File: src/rtl/sample_serializer_if.sv
// Sample-in / I2S-out signal bundle for sample_serializer.
// master = sample producer (and I2S observer), slave = serializer.
// in_ready is the only backpressure signal; the serial side is free-running.
interface sample_serializer_if;
  logic [23:0] in_data;
  logic        in_valid;
  logic        in_ready;
  logic        bclk;
  logic        lrclk;
  logic        sdata;

  modport master (output in_data, in_valid, input in_ready, bclk, lrclk, sdata);
  modport slave  (input in_data, in_valid, output in_ready, bclk, lrclk, sdata);
endinterface

File: src/rtl/sample_serializer.sv
// Buffers 24-bit samples and shifts them out MSB-first as an I2S stereo stream.
// Latency: a sample leaves at the next slot of its channel (slot = SLOT_BITS bclks).
// Backpressure: in_ready = !full; samples offered while full are dropped (overflow).
module sample_serializer #(
  parameter int BCLK_DIV   = 4,
  parameter int SLOT_BITS  = 32,
  parameter int FIFO_DEPTH = 4
) (
  input  logic                        clk,
  input  logic                        reset,
  input  logic                        on,
  sample_serializer_if.slave          sif,
  output logic [$clog2(FIFO_DEPTH):0] level,
  output logic                        underrun,
  output logic                        overflow
);
  localparam int LVL_W = $clog2(FIFO_DEPTH) + 1;
  localparam int PTR_W = $clog2(FIFO_DEPTH);
  localparam int DIV_W = (BCLK_DIV > 1) ? $clog2(BCLK_DIV) : 1;
  localparam int BIT_W = $clog2(2 * SLOT_BITS);

  // Each entry carries the channel tag (0 = L, 1 = R) above the sample.
  logic [24:0]      mem [FIFO_DEPTH];
  logic [PTR_W-1:0] wr_ptr, rd_ptr;
  logic             wr_tag;
  logic [24:0]      head;

  logic [DIV_W-1:0] div_cnt;
  logic [BIT_W-1:0] bit_cnt, nxt_bit, nxt_j;
  logic             bclk_q, lrclk_q, sdata_q;
  // Holds the 23 bits still to be sent after the MSB; zeros shift in behind them,
  // which produces the trailing pad bits of the slot.
  logic [22:0]      shreg;

  logic full, empty, div_tc, fall, nxt_ch, nxt_lr, slot_start, pop, push;

  assign sif.in_ready = !full;
  assign sif.bclk     = bclk_q;
  assign sif.lrclk    = lrclk_q;
  assign sif.sdata    = sdata_q;

  // Next-bit position, slot boundary detection and FIFO push/pop decisions.
  always_comb begin
    full       = (level == LVL_W'(FIFO_DEPTH));
    empty      = (level == '0);
    div_tc     = (div_cnt == DIV_W'(BCLK_DIV - 1));
    fall       = div_tc && bclk_q;
    nxt_bit    = (bit_cnt == BIT_W'(2 * SLOT_BITS - 1)) ? '0 : bit_cnt + BIT_W'(1);
    nxt_ch     = (nxt_bit >= BIT_W'(SLOT_BITS));
    nxt_j      = nxt_ch ? nxt_bit - BIT_W'(SLOT_BITS) : nxt_bit;
    // lrclk changes one bit ahead of the slot it names.
    nxt_lr     = (nxt_bit >= BIT_W'(SLOT_BITS - 1)) && (nxt_bit <= BIT_W'(2 * SLOT_BITS - 2));
    slot_start = fall && (nxt_j == '0);
    head       = mem[rd_ptr];
    // A head sample of the wrong channel stays put so the stream realigns.
    pop        = slot_start && !empty && (head[24] == nxt_ch);
    push       = sif.in_valid && on && !reset && !full;
  end

  // Clock divider, slot counter, shifter and FIFO pointers; on=0 acts as a flush.
  always_ff @(posedge clk) begin
    if (reset || !on) begin
      div_cnt <= '0;
      bclk_q  <= 1'b0;
      bit_cnt <= BIT_W'(2 * SLOT_BITS - 1);
      lrclk_q <= 1'b0;
      sdata_q <= 1'b0;
      shreg   <= '0;
      wr_ptr  <= '0;
      rd_ptr  <= '0;
      wr_tag  <= 1'b0;
      level   <= '0;
    end else begin
      div_cnt <= div_tc ? '0 : div_cnt + DIV_W'(1);
      if (div_tc) bclk_q <= ~bclk_q;
      if (fall) begin
        bit_cnt <= nxt_bit;
        lrclk_q <= nxt_lr;
        if (slot_start) begin
          sdata_q <= pop && head[23];
          shreg   <= pop ? head[22:0] : '0;
        end else begin
          sdata_q <= shreg[22];
          shreg   <= {shreg[21:0], 1'b0};
        end
      end
      if (push) begin
        wr_ptr <= wr_ptr + PTR_W'(1);
        wr_tag <= ~wr_tag;
      end
      if (pop) rd_ptr <= rd_ptr + PTR_W'(1);
      case ({push, pop})
        2'b10:   level <= level + LVL_W'(1);
        2'b01:   level <= level - LVL_W'(1);
        default: level <= level;
      endcase
    end
  end

  // Sample storage; the tag records which channel the sample belongs to.
  always_ff @(posedge clk) begin
    if (push) mem[wr_ptr] <= {wr_tag, sif.in_data};
  end

  // Sticky error flags, cleared only by reset.
  always_ff @(posedge clk) begin
    if (reset) begin
      underrun <= 1'b0;
      overflow <= 1'b0;
    end else begin
      if (on && slot_start && !pop) underrun <= 1'b1;
      if (on && sif.in_valid && full) overflow <= 1'b1;
    end
  end
endmodule

File: src/flat_wrapper.sv
// flat-port wrapper written by rule: the top's interface ports become plain ports
module sample_serializer_flat 
#(
  parameter int BCLK_DIV   = 4,
  parameter int SLOT_BITS  = 32,
  parameter int FIFO_DEPTH = 4
)
  (clk, reset, on, level, underrun, overflow, sif_in_data, sif_in_valid, sif_in_ready, sif_bclk, sif_lrclk, sif_sdata);
  sample_serializer_if sif_i ();
  input  logic clk;
  input  logic reset;
  input  logic on;
  output logic [$clog2(FIFO_DEPTH):0] level;
  output logic underrun;
  output logic overflow;
  input wire logic [$bits(sif_i.in_data)-1:0] sif_in_data;
  input wire logic [$bits(sif_i.in_valid)-1:0] sif_in_valid;
  output wire logic [$bits(sif_i.in_ready)-1:0] sif_in_ready;
  output wire logic [$bits(sif_i.bclk)-1:0] sif_bclk;
  output wire logic [$bits(sif_i.lrclk)-1:0] sif_lrclk;
  output wire logic [$bits(sif_i.sdata)-1:0] sif_sdata;
  assign sif_i.in_data = sif_in_data;
  assign sif_i.in_valid = sif_in_valid;
  assign sif_in_ready = sif_i.in_ready;
  assign sif_bclk = sif_i.bclk;
  assign sif_lrclk = sif_i.lrclk;
  assign sif_sdata = sif_i.sdata;
  sample_serializer #(.BCLK_DIV(BCLK_DIV), .SLOT_BITS(SLOT_BITS), .FIFO_DEPTH(FIFO_DEPTH)) u_core (.clk(clk), .reset(reset), .on(on), .sif(sif_i), .level(level), .underrun(underrun), .overflow(overflow));
endmodule
File: config.mk
export PLATFORM = sky130hd
export DESIGN_NAME = sample_serializer_flat
export DESIGN_NICKNAME = d
export VERILOG_FILES = /design/src/rtl/sample_serializer_if.sv /design/src/rtl/sample_serializer.sv /design/src/flat_wrapper.sv
export SDC_FILE = /design/constraint.sdc
export NUM_CORES = 1
export LEC_CHECK = 0
export CAP_MARGIN = 20
export CORE_ASPECT_RATIO = 0.6
export CORE_MARGIN = 2
export CORE_UTILIZATION = 30
export DETAILED_ROUTE_END_ITERATION = 6
export PLACE_DENSITY = 0.55
export REMOVE_ABC_BUFFERS = 1
export SKIP_LAST_GASP = 1
export SLEW_MARGIN = 20
export SYNTH_ARGS = -nofsm -noshare
export SYNTH_HDL_FRONTEND = slang
export SYNTH_SLANG_ARGS = --single-unit
File: constraint.sdc
create_clock -name clk -period 3.1 [get_ports clk]
set_input_delay 0.465 -clock clk [delete_from_list [all_inputs] [get_ports clk]]
set_output_delay 0.465 -clock clk [all_outputs]
set_load 0.01 [all_outputs]
* After elaboration in Yosys (flattened, before gate mapping)
Memories as Yosys holds them, arrays and structs flattened. A register that Yosys moved wholly into a read port is not among the register bits.
Index checks and enable logic that the tools add are counted.
** Storage, ports and cells
- Memories :: 1
- Input port bits :: 28
- RAM bits :: 100
- Register bits :: 44
- Output and inout port bits :: 9
** Memory list
- u_core.mem :: depth 4, bits a word 25, read ports 1, clocked after memory_dff 1, write ports 1, line sample_serializer.sv:23 : logic [24:0] mem [FIFO_DEPTH];
** Operators by class
- Bitwise gates (word level) :: 2
- Eq/ne operators :: 6
- Reduce and logical (&&, ||, !) cells :: 22
- Magnitude comparators :: 3
- Mux-type cells :: 10
- Add/sub/neg operators :: 7
** Operators with widths (count)
- $mux W23 :: 2
- $logic_and A1 B1 Y1 :: 12
- $mux W6 :: 2
- $add A2 B1 Y2 const B :: 3
- $add A6 B1 Y6 const B :: 1
- $eq A6 B6 Y1 const B :: 1
- $ge A6 B5 Y1 const B :: 1
- $ge A6 B6 Y1 const B :: 1
- $le A6 B6 Y1 const B :: 1
- $logic_not A6 Y1 :: 1
- $pmux W3 S2 :: 1
- $sub A6 B6 Y6 const B :: 1
- $logic_not A1 Y1 :: 5
- $eq A2 B2 Y1 const B :: 2
- $mux W2 :: 2
- $add A3 B1 Y3 const B :: 1
- $eq A3 B3 Y1 const B :: 1
- $logic_not A3 Y1 :: 1
- $mux W1 :: 3
- $sub A3 B1 Y3 const B :: 1
- $eq A2 B1 Y1 const B :: 1
- $not A1 Y1 :: 2
- $reduce_bool A2 Y1 :: 1
- $reduce_or A2 Y1 :: 1
- 2 further kinds :: 2

* Longest topological paths before layout
Gate-level depths: netlist of the first run.
- Depth in word-level cells :: 10
- Mapped depth :: 13
- Gate-level depth less buffers :: 11

* Worst setup path after synthesis of the first run
Ideal clock, no wire load.
- Kind :: register to register
- From :: reg u_core.bit_cnt[0]
- To :: reg u_core.level[2]
- Period minus slack after synthesis :: 2.750 ns
- Cell stages (with the launch flop) :: 14
- Buffers on the path :: 2
- Setup slack :: 0.350 ns
- Arrival :: 2.680 ns
- Cell sequence :: dfxtp_1 -> ha_1 -> buf_2 -> a21oi_1 -> o21ai_1 -> and3_1 -> buf_6 -> o21a_2 -> ha_1 -> inv_1 -> fa_1 -> xor2_1 -> or3_1 -> a21oi_1
** Between the ends
- Cells in the longest elaborated chain, start to end :: 10
** RTL lines
- start: declaration :: line sample_serializer.sv:29 : logic [BIT_W-1:0] bit_cnt, nxt_bit, nxt_j;
- start signal: assignment :: line sample_serializer.sv:65 : bit_cnt <= BIT_W'(2 * SLOT_BITS - 1);
- start signal: assignment :: line sample_serializer.sv:77 : bit_cnt <= nxt_bit;
- $add A6 B1 Y6 / $eq A6 B6 Y1 (equally long branches) :: line sample_serializer.sv:48 : nxt_bit = (bit_cnt == BIT_W'(2 * SLOT_BITS - 1)) ? '0 : bit_cnt + BIT_W'(1);
- $mux W6 (*) :: line sample_serializer.sv:48
- $sub A6 B6 Y6 / $ge A6 B6 Y1 (equally long branches) :: line sample_serializer.sv:50, sample_serializer.sv:49
- $mux W6 :: line sample_serializer.sv:50 : nxt_j = nxt_ch ? nxt_bit - BIT_W'(SLOT_BITS) : nxt_bit;
- $logic_not A6 Y1 :: line sample_serializer.sv:53 : slot_start = fall && (nxt_j == '0);
- $logic_and A1 B1 Y1 :: line sample_serializer.sv:53
- $logic_and A1 B1 Y1 :: line sample_serializer.sv:56 : pop = slot_start && !empty && (head[24] == nxt_ch);
- $logic_and A1 B1 Y1 (*) :: line sample_serializer.sv:56
- named net u_core.pop :: line sample_serializer.sv:35 : logic full, empty, div_tc, fall, nxt_ch, nxt_lr, slot_start, pop, push;
- $eq A2 B1 Y1 / $eq A2 B2 Y1 (equally long branches) :: line sample_serializer.sv:92 : case ({push, pop})
- $pmux W3 S2 / $reduce_bool A2 Y1 (equally long branches)
- end signal: assignment :: line sample_serializer.sv:93 : 2'b10: level <= level + LVL_W'(1);
- end signal: assignment :: line sample_serializer.sv:94 : 2'b01: level <= level - LVL_W'(1);
- end signal: assignment :: line sample_serializer.sv:95 : default: level <= level;
- end: declaration :: line sample_serializer.sv:13 : output logic [$clog2(FIFO_DEPTH):0] level,
Mark *: on every way through the listed nets, which the timed path passes. The rest lies on a longest branch.
A chain may end at the register's enable or synchronous reset.

* Final worst setup path of the first run
Same ends and word-level chain as after synthesis.

==> results.cfg, run 1 <==
[cells_and_area]
fill_cells = 1941
drive_gt1_share_pct = 26.91
final_cells = 730
areaGrowthSynthToFinish_pct = 19.94
design_area_sq_um = 7412
final_common_cell = edfxtp_1
layout.area.seq_sq_um = 3925
multi_input_area_sq_um = 2052
num_antenna_cells = 0
nNetsFinal = 483
final_cell_mix = edfxtp_1, dfxtp_1, clkdlybuf4s50_1, mux4_2, o21ai_0

[floorplanning]
start_util_pct = 30.72
core-area_sq_um = 20120
die-area_sq_um = 21800
top_level_ports = 37
die_h_um = 115.2
die_width_um = 189.3
num_rows = 40

[timing]
layout_setup_ws_ns = 0.2461
rsz0062_at_grt = false
finalCritPeriodShare_pct = 92.06
timing.fmax_mhz = 350.4
setup-violations-final = 0
tightest_slew_ns = 0.6563
whs_ns = 0.4247
period_minus_slack_ns = 2.854
slew_headroom_pct = 56.25
final_max_slew_viol_count = 0
clock_skew_ns = 0.007944
finalHoldViolCount = 0

[synth]
synth_cell_types = 48
avgSynthCellArea_sq_um = 15.22
netlist_area_sq_um = 6180
synth_edf_count = 100
synth_ff_type = edfxtp_1
async_flop_share_pct = 0
yosys_warnings = 0
yosys_register_bits = 146
ys_seq_area_share_pct = 63.49
syn-instance-count = 406

[cts]
cts_buffer_depth = 2
cts_resized = 0
clkTransAtPathRegs_ns = 0.06
post_cts_buffers = 0
cts_tree = built
cts_root_buffer = clkbuf_16
ctsHtreeMaxLevel = 4
clock_latency_ns = 0.42
ctsHoldBuffers = 0
cts.sinks = 146
cts_buffers = 17

[setup_path]
cpMostUsedCell = a21oi_1
start_kind = register
end_kind = register
required_ns = 3.45
max_stage_delay_ns = 0.48
path_class = reg2reg
rrSetupSlack_ns = 0.25
crit_fanout = 9
cp_top_family = adder cells
path_buf_inv = 1
arrival_ns = 3.20
cpMaxStageDelayCell = dfxtp_1
path_cells = ha_2 > a21oi_1 > o21ai_2 > and3_1 > o21a_2 > ha_1 > inv_1 > fa_1 > xor2_1 > or3_1 > a21oi_1

[grt]
overflow = 0
grt_util_met1_pct = 17.34
grt_pass1_vias = 3608
grt_max_degree = 49
use_met2_pct = 18.68
grt_pass1_wl_mm = 19.97
antenna_found_initial = 0
grt_most_used_layer = met2
track_usage_pct = 12.36
gr-usage-met3_pct = 3.999

[placement]
gp_congestion = 0.6925
port-buffer-count = 36
dp.cells = 698
dpl_cell_area_sq_um = 6804
hpwl_mm = 7.348
post-place-ws_ns = 0.1093

[job]
max-cap-violations = 0

[pwr]
p_per_area_nw_per_um2 = 572.5
power_uw = 4243
power.leakage_uw = 0.002317
peakVddDrop_mv = 0.4198

[worst_hold_path]
hold_path_class = reg2reg

[drt]
drt-total-wl_mm = 12.57
viasPerCell = 4.766
routed-via-count = 3479
drc = 0
drt-pass1-iter-count = 4
ant_nets = 0
dr.first_iter.drc_count = 305
wl_per_cell_um = 17.21

[outcome]
status = finished clean
## path summary, 6_finish.rpt
path / startpoint / cells after the start / endpoint
setup / recovery: u_core.bit_cnt[0] / 11 / u_core.level[2]
hold / removal: u_core.div_cnt[0] / 1 / u_core.div_cnt[0]
setup reg to reg: u_core.bit_cnt[0] / 11 / u_core.level[2]
hold reg to reg: u_core.div_cnt[0] / 1 / u_core.div_cnt[0]
## power by group
part / internal (uW) / switching, uW / total (uW) / leakage, uW
logic: 52.2 / 53.8 / 106 / 0.000743
registers: 2100 / 5.32 / 2100 / 0.00128
clock network: 1310 / 725 / 2030 / 0.000295
## stage by stage
| step | utilization [%] | setup TNS, ns |
|---|---|---|
| floorplan | - | -7.608 |
| global placement | 33.82 | 0 |
| detailed placement | 33.82 | 0 |
| CTS | 36.81 | 0 |
| global route | 36.84 | 0 |
| finish | 36.84 | 0 |
## per-layer routing
layer,wire length [um],share of wire [%],up-vias
li1,-,-,1644
met1,6368,51,1771
met2,5613,45,55
met5,0,0,-
met4,72,0.57,0
met3,511,4.1,9
## area by class of cell
class,count,share of cell area [%]
Tap cell,273,4.608
Clock inverter,2,0.4727
Multi-Input combinational cell,221,27.68
Inverter,9,0.4558
Timing Repair Buffer,49,6.178
Clock buffer,30,7.647
Sequential cell,146,52.95
## cells by family (layout without fill, tap and decap cells)
family          count (synthesis)  count (layout)  share of synthesized area [%]
fa+ha+maj                      11              11                          2.349
simple gates                   80              80                          7.654
xor+xnor                       10              10                          1.417
flops                         146             146                          63.49
compound gates                 92              92                          11.91
mux                            28              28                          9.597
buf+inv                        39              90                          3.584
## state kept, by name, summed over array words and instances, names as in the netlist, named ones only
name              cells
u_core.sif.bclk       1
u_core.bit_cnt        6
u_core.shreg         23
u_core.level          3
u_core.wr_tag         1
u_core.div_cnt        2
u_core.sif.sdata      1
u_core.mem          100
u_core.rd_ptr         2
u_core.sif.lrclk      1
u_core.overflow       1
u_core.underrun       1
u_core.wr_ptr         2
## synthesized netlist by cell type, drive strengths merged (9+ instances only)
master | n | share of area [%]
mux4 | 25 | 9.1
a211oi | 23 | 4.4
inv | 9 | 0.55
clkbuf | 13 | 0.79
dfxtp | 46 | 15
edfxtp | 100 | 49
ha | 10 | 2.0
buf | 17 | 2.2
o21ai | 50 | 5.3
nor2 | 14 | 0.85
nand2 | 13 | 0.79
nor3 | 26 | 2.9
## worst register-to-register path, delay by kind of cell, from the launching register on
family | cells | cell delay [ns]
buf+inv | 1 | 0.06
xor+xnor | 1 | 0.16
fa+ha+maj | 3 | 0.90
compound gates | 4 | 0.68
simple gates | 2 | 0.52
flops | 1 | 0.48
(Power assumes the default switching activity.)
==> inputs of run 2 (changes only) <==
- CAP_MARGIN: 20 -> not set
==> results of run 2 <==
No change in the layout: final DEF, timing and power equal those of run 1.
==> inputs of run 3 (changes only) <==
- ABC_AREA: not set -> 1
==> results.cfg, run 3 <==
[outcome]
status = finished clean

[cells_and_area]
reg_top3 = u_core.mem (100), u_core.shreg (23), u_core.bit_cnt (6)
nNetsFinal = 605
drive_gt1_share_pct = 19.00
largest_reg_flops = 100
areaGrowthSynthToFinish_pct = 21.95
final_cell_mix = o21ai_0, edfxtp_1, nor2_1, dfxtp_1, clkdlybuf4s50_1
largest_register = u_core.mem
fill_cells = 1922
final_common_cell = o21ai_0
final_cells = 852
num_antenna_cells = 0

[drt]
viasPerCell = 4.790
drc = 0
wl_per_cell_um = 16.07
routed-via-count = 4081
drt-pass1-iter-count = 5
drt-total-wl_mm = 13.69
dr.first_iter.drc_count = 281
ant_nets = 0

[synth]
async_flop_share_pct = 0
synth_ff_type = edfxtp_1
yosys_warnings = 0
avgSynthCellArea_sq_um = 11.67
syn-instance-count = 519
ys_seq_area_share_pct = 64.81
yosysTopAreaCell = edfxtp_1
yosys_register_bits = 146
netlist_area_sq_um = 6055
synth.area.top_cells = edfxtp_1, dfxtp_1, o21ai_0
synth_top_area_share_pct = 49.60
synth_cell_types = 35
synth_edf_count = 100
synth_top_cells_by_count = o21ai_0, edfxtp_1, nor2_1
post-synth-top-count-cell = o21ai_0

[cts]
ctsHoldBuffers = 0
post_cts_buffers = 0
cts_buffers = 17
ctsHtreeMaxLevel = 4
cts.sinks = 146
cts_root_buffer = clkbuf_16
cts_tree = built
clkTransAtPathRegs_ns = 0.06
cts_buffer_depth = 2
cts_resized = 0
clock_latency_ns = 0.42

[placement]
gp_congestion = 0.8098
port-buffer-count = 36
dp.cells = 820
hpwl_mm = 8.324
post-place-ws_ns = 0.5456

[setup_path]
max_stage_delay_ns = 0.44
start_kind = register
crit_fanout = 6
required_ns = 3.41
path_cells = ha_1 > nand4_2 > nand2_1 > nand2_1 > nand2_1 > nand2_2 > nand2_4 > nand2_4 > inv_2 > ha_1 > inv_1 > fa_1 > a21oi_1 > o21ai_0 > o21ai_0 > a21oi_1
cpMostUsedCell = nand2_1
cpMaxStageDelayCell = dfxtp_1
path_class = reg2reg
arrival_ns = 2.87
end_kind = register

[floorplanning]
num_rows = 40
die-area_sq_um = 21370
die_h_um = 114.0
top_level_ports = 37
die_width_um = 187.4
start_util_pct = 30.40
core-area_sq_um = 19920

[pwr]
power_uw = 4314
peakVddDrop_mv = 0.3790
power.leakage_uw = 0.002576
p_per_area_nw_per_um2 = 584.3

[timing]
setup-violations-final = 0
finalHoldViolCount = 0
slew_headroom_pct = 53.72
finalCritPeriodShare_pct = 82.64
tightest_slew_ns = 0.6889
clock_skew_ns = 0.008163
timing.fmax_mhz = 390.3
rsz0062_at_grt = false
whs_ns = 0.4333
fin_tns_setup_ns = 0
period_minus_slack_ns = 2.562
final_max_slew_viol_count = 0
layout_setup_ws_ns = 0.5381

[worst_hold_path]
hold_path_class = reg2reg

[grt]
overflow = 0
grt_pass1_wl_mm = 21.89
grt_pass1_vias = 4000
grt_max_degree = 33
antenna_found_initial = 0
track_usage_pct = 13.60

[job]
max-cap-violations = 0
-- run 3: changes by cell type in the layout (fill, tap and decap cells not counted), sizes merged, moves of 20 or more --
| cell | previous run | this run |
|---|---|---|
| a211oi | 23 | 0 |
| a21oi | 8 | 31 |
| inv | 9 | 29 |
| mux4 | 25 | 0 |
| nand2 | 13 | 34 |
| nand3 | 3 | 36 |
| nor2 | 14 | 65 |
| nor3 | 26 | 4 |
| o21ai | 50 | 102 |
| o22ai | 0 | 24 |
-- run 3: cell type report --
cell class	instances	area [sq um]	area share, %
Clock buffer	23	575.6	7.795
Sequential cell	146	3924	53.14
Multi-Input combinational cell	319	1883	25.50
Timing Repair Buffer	55	503.0	6.812
Clock inverter	9	53.80	0.7287
Tap cell	273	341.6	4.626
Inverter	27	102.6	1.390
-- run 3: kinds of logic (layout without fill, tap and decap cells) --
family / Yosys count / count (layout) / synth area share [%]
compound gates: 162 / 162 / 15.44
flops: 146 / 146 / 64.81
simple gates: 144 / 144 / 12.81
buf+inv: 54 / 114 / 4.257
fa+ha+maj: 11 / 11 / 2.397
xor+xnor: 2 / 2 / 0.2894
-- run 3: critical path: cells and delay by family, from the launching register on --
family / cells / cell delay [ns]
compound gates: 4 / 0.46
fa+ha+maj: 3 / 0.77
buf+inv: 2 / 0.12
flops: 1 / 0.44
simple gates: 7 / 0.67
-- run 3: report_power, final --
part / switching, uW / total, uW / internal, uW
Combinational: 58.6 / 105 / 46.8
Clock: 795 / 2100 / 1310
Sequential: 6.40 / 2100 / 2100
Total: 860 / 4310 / 3450
-- run 3: worst paths after layout --
kind,startpoint,to,slack (ns),depth (start not counted)
setup / recovery,u_core.bit_cnt[1],u_core.level[2],0.54,16
hold reg to reg,u_core.div_cnt[0],u_core.div_cnt[0],0.43,1
setup reg to reg,u_core.bit_cnt[1],u_core.level[2],0.54,16
hold / removal,u_core.div_cnt[0],u_core.div_cnt[0],0.43,1
-- run 3: per-stage QoR --
stage               util [%]  cell area (sq um)
global placement       33.91               6754
CTS                    37.07               7383
global route           37.07               7383
floorplan                  -               5899
detailed placement     33.91               6754
finish                 37.07               7383
-- run 3: per-layer routing --
layer | share of wire (%) | vias to the layer above | GRT usage (%)
li1 | - | 1970 | -
met5 | 0 | - | 0
met1 | 49 | 1992 | 18.99
met3 | 4.8 | 16 | 3.108
met4 | 1.2 | 0 | 4.777
met2 | 45 | 103 | 20.92
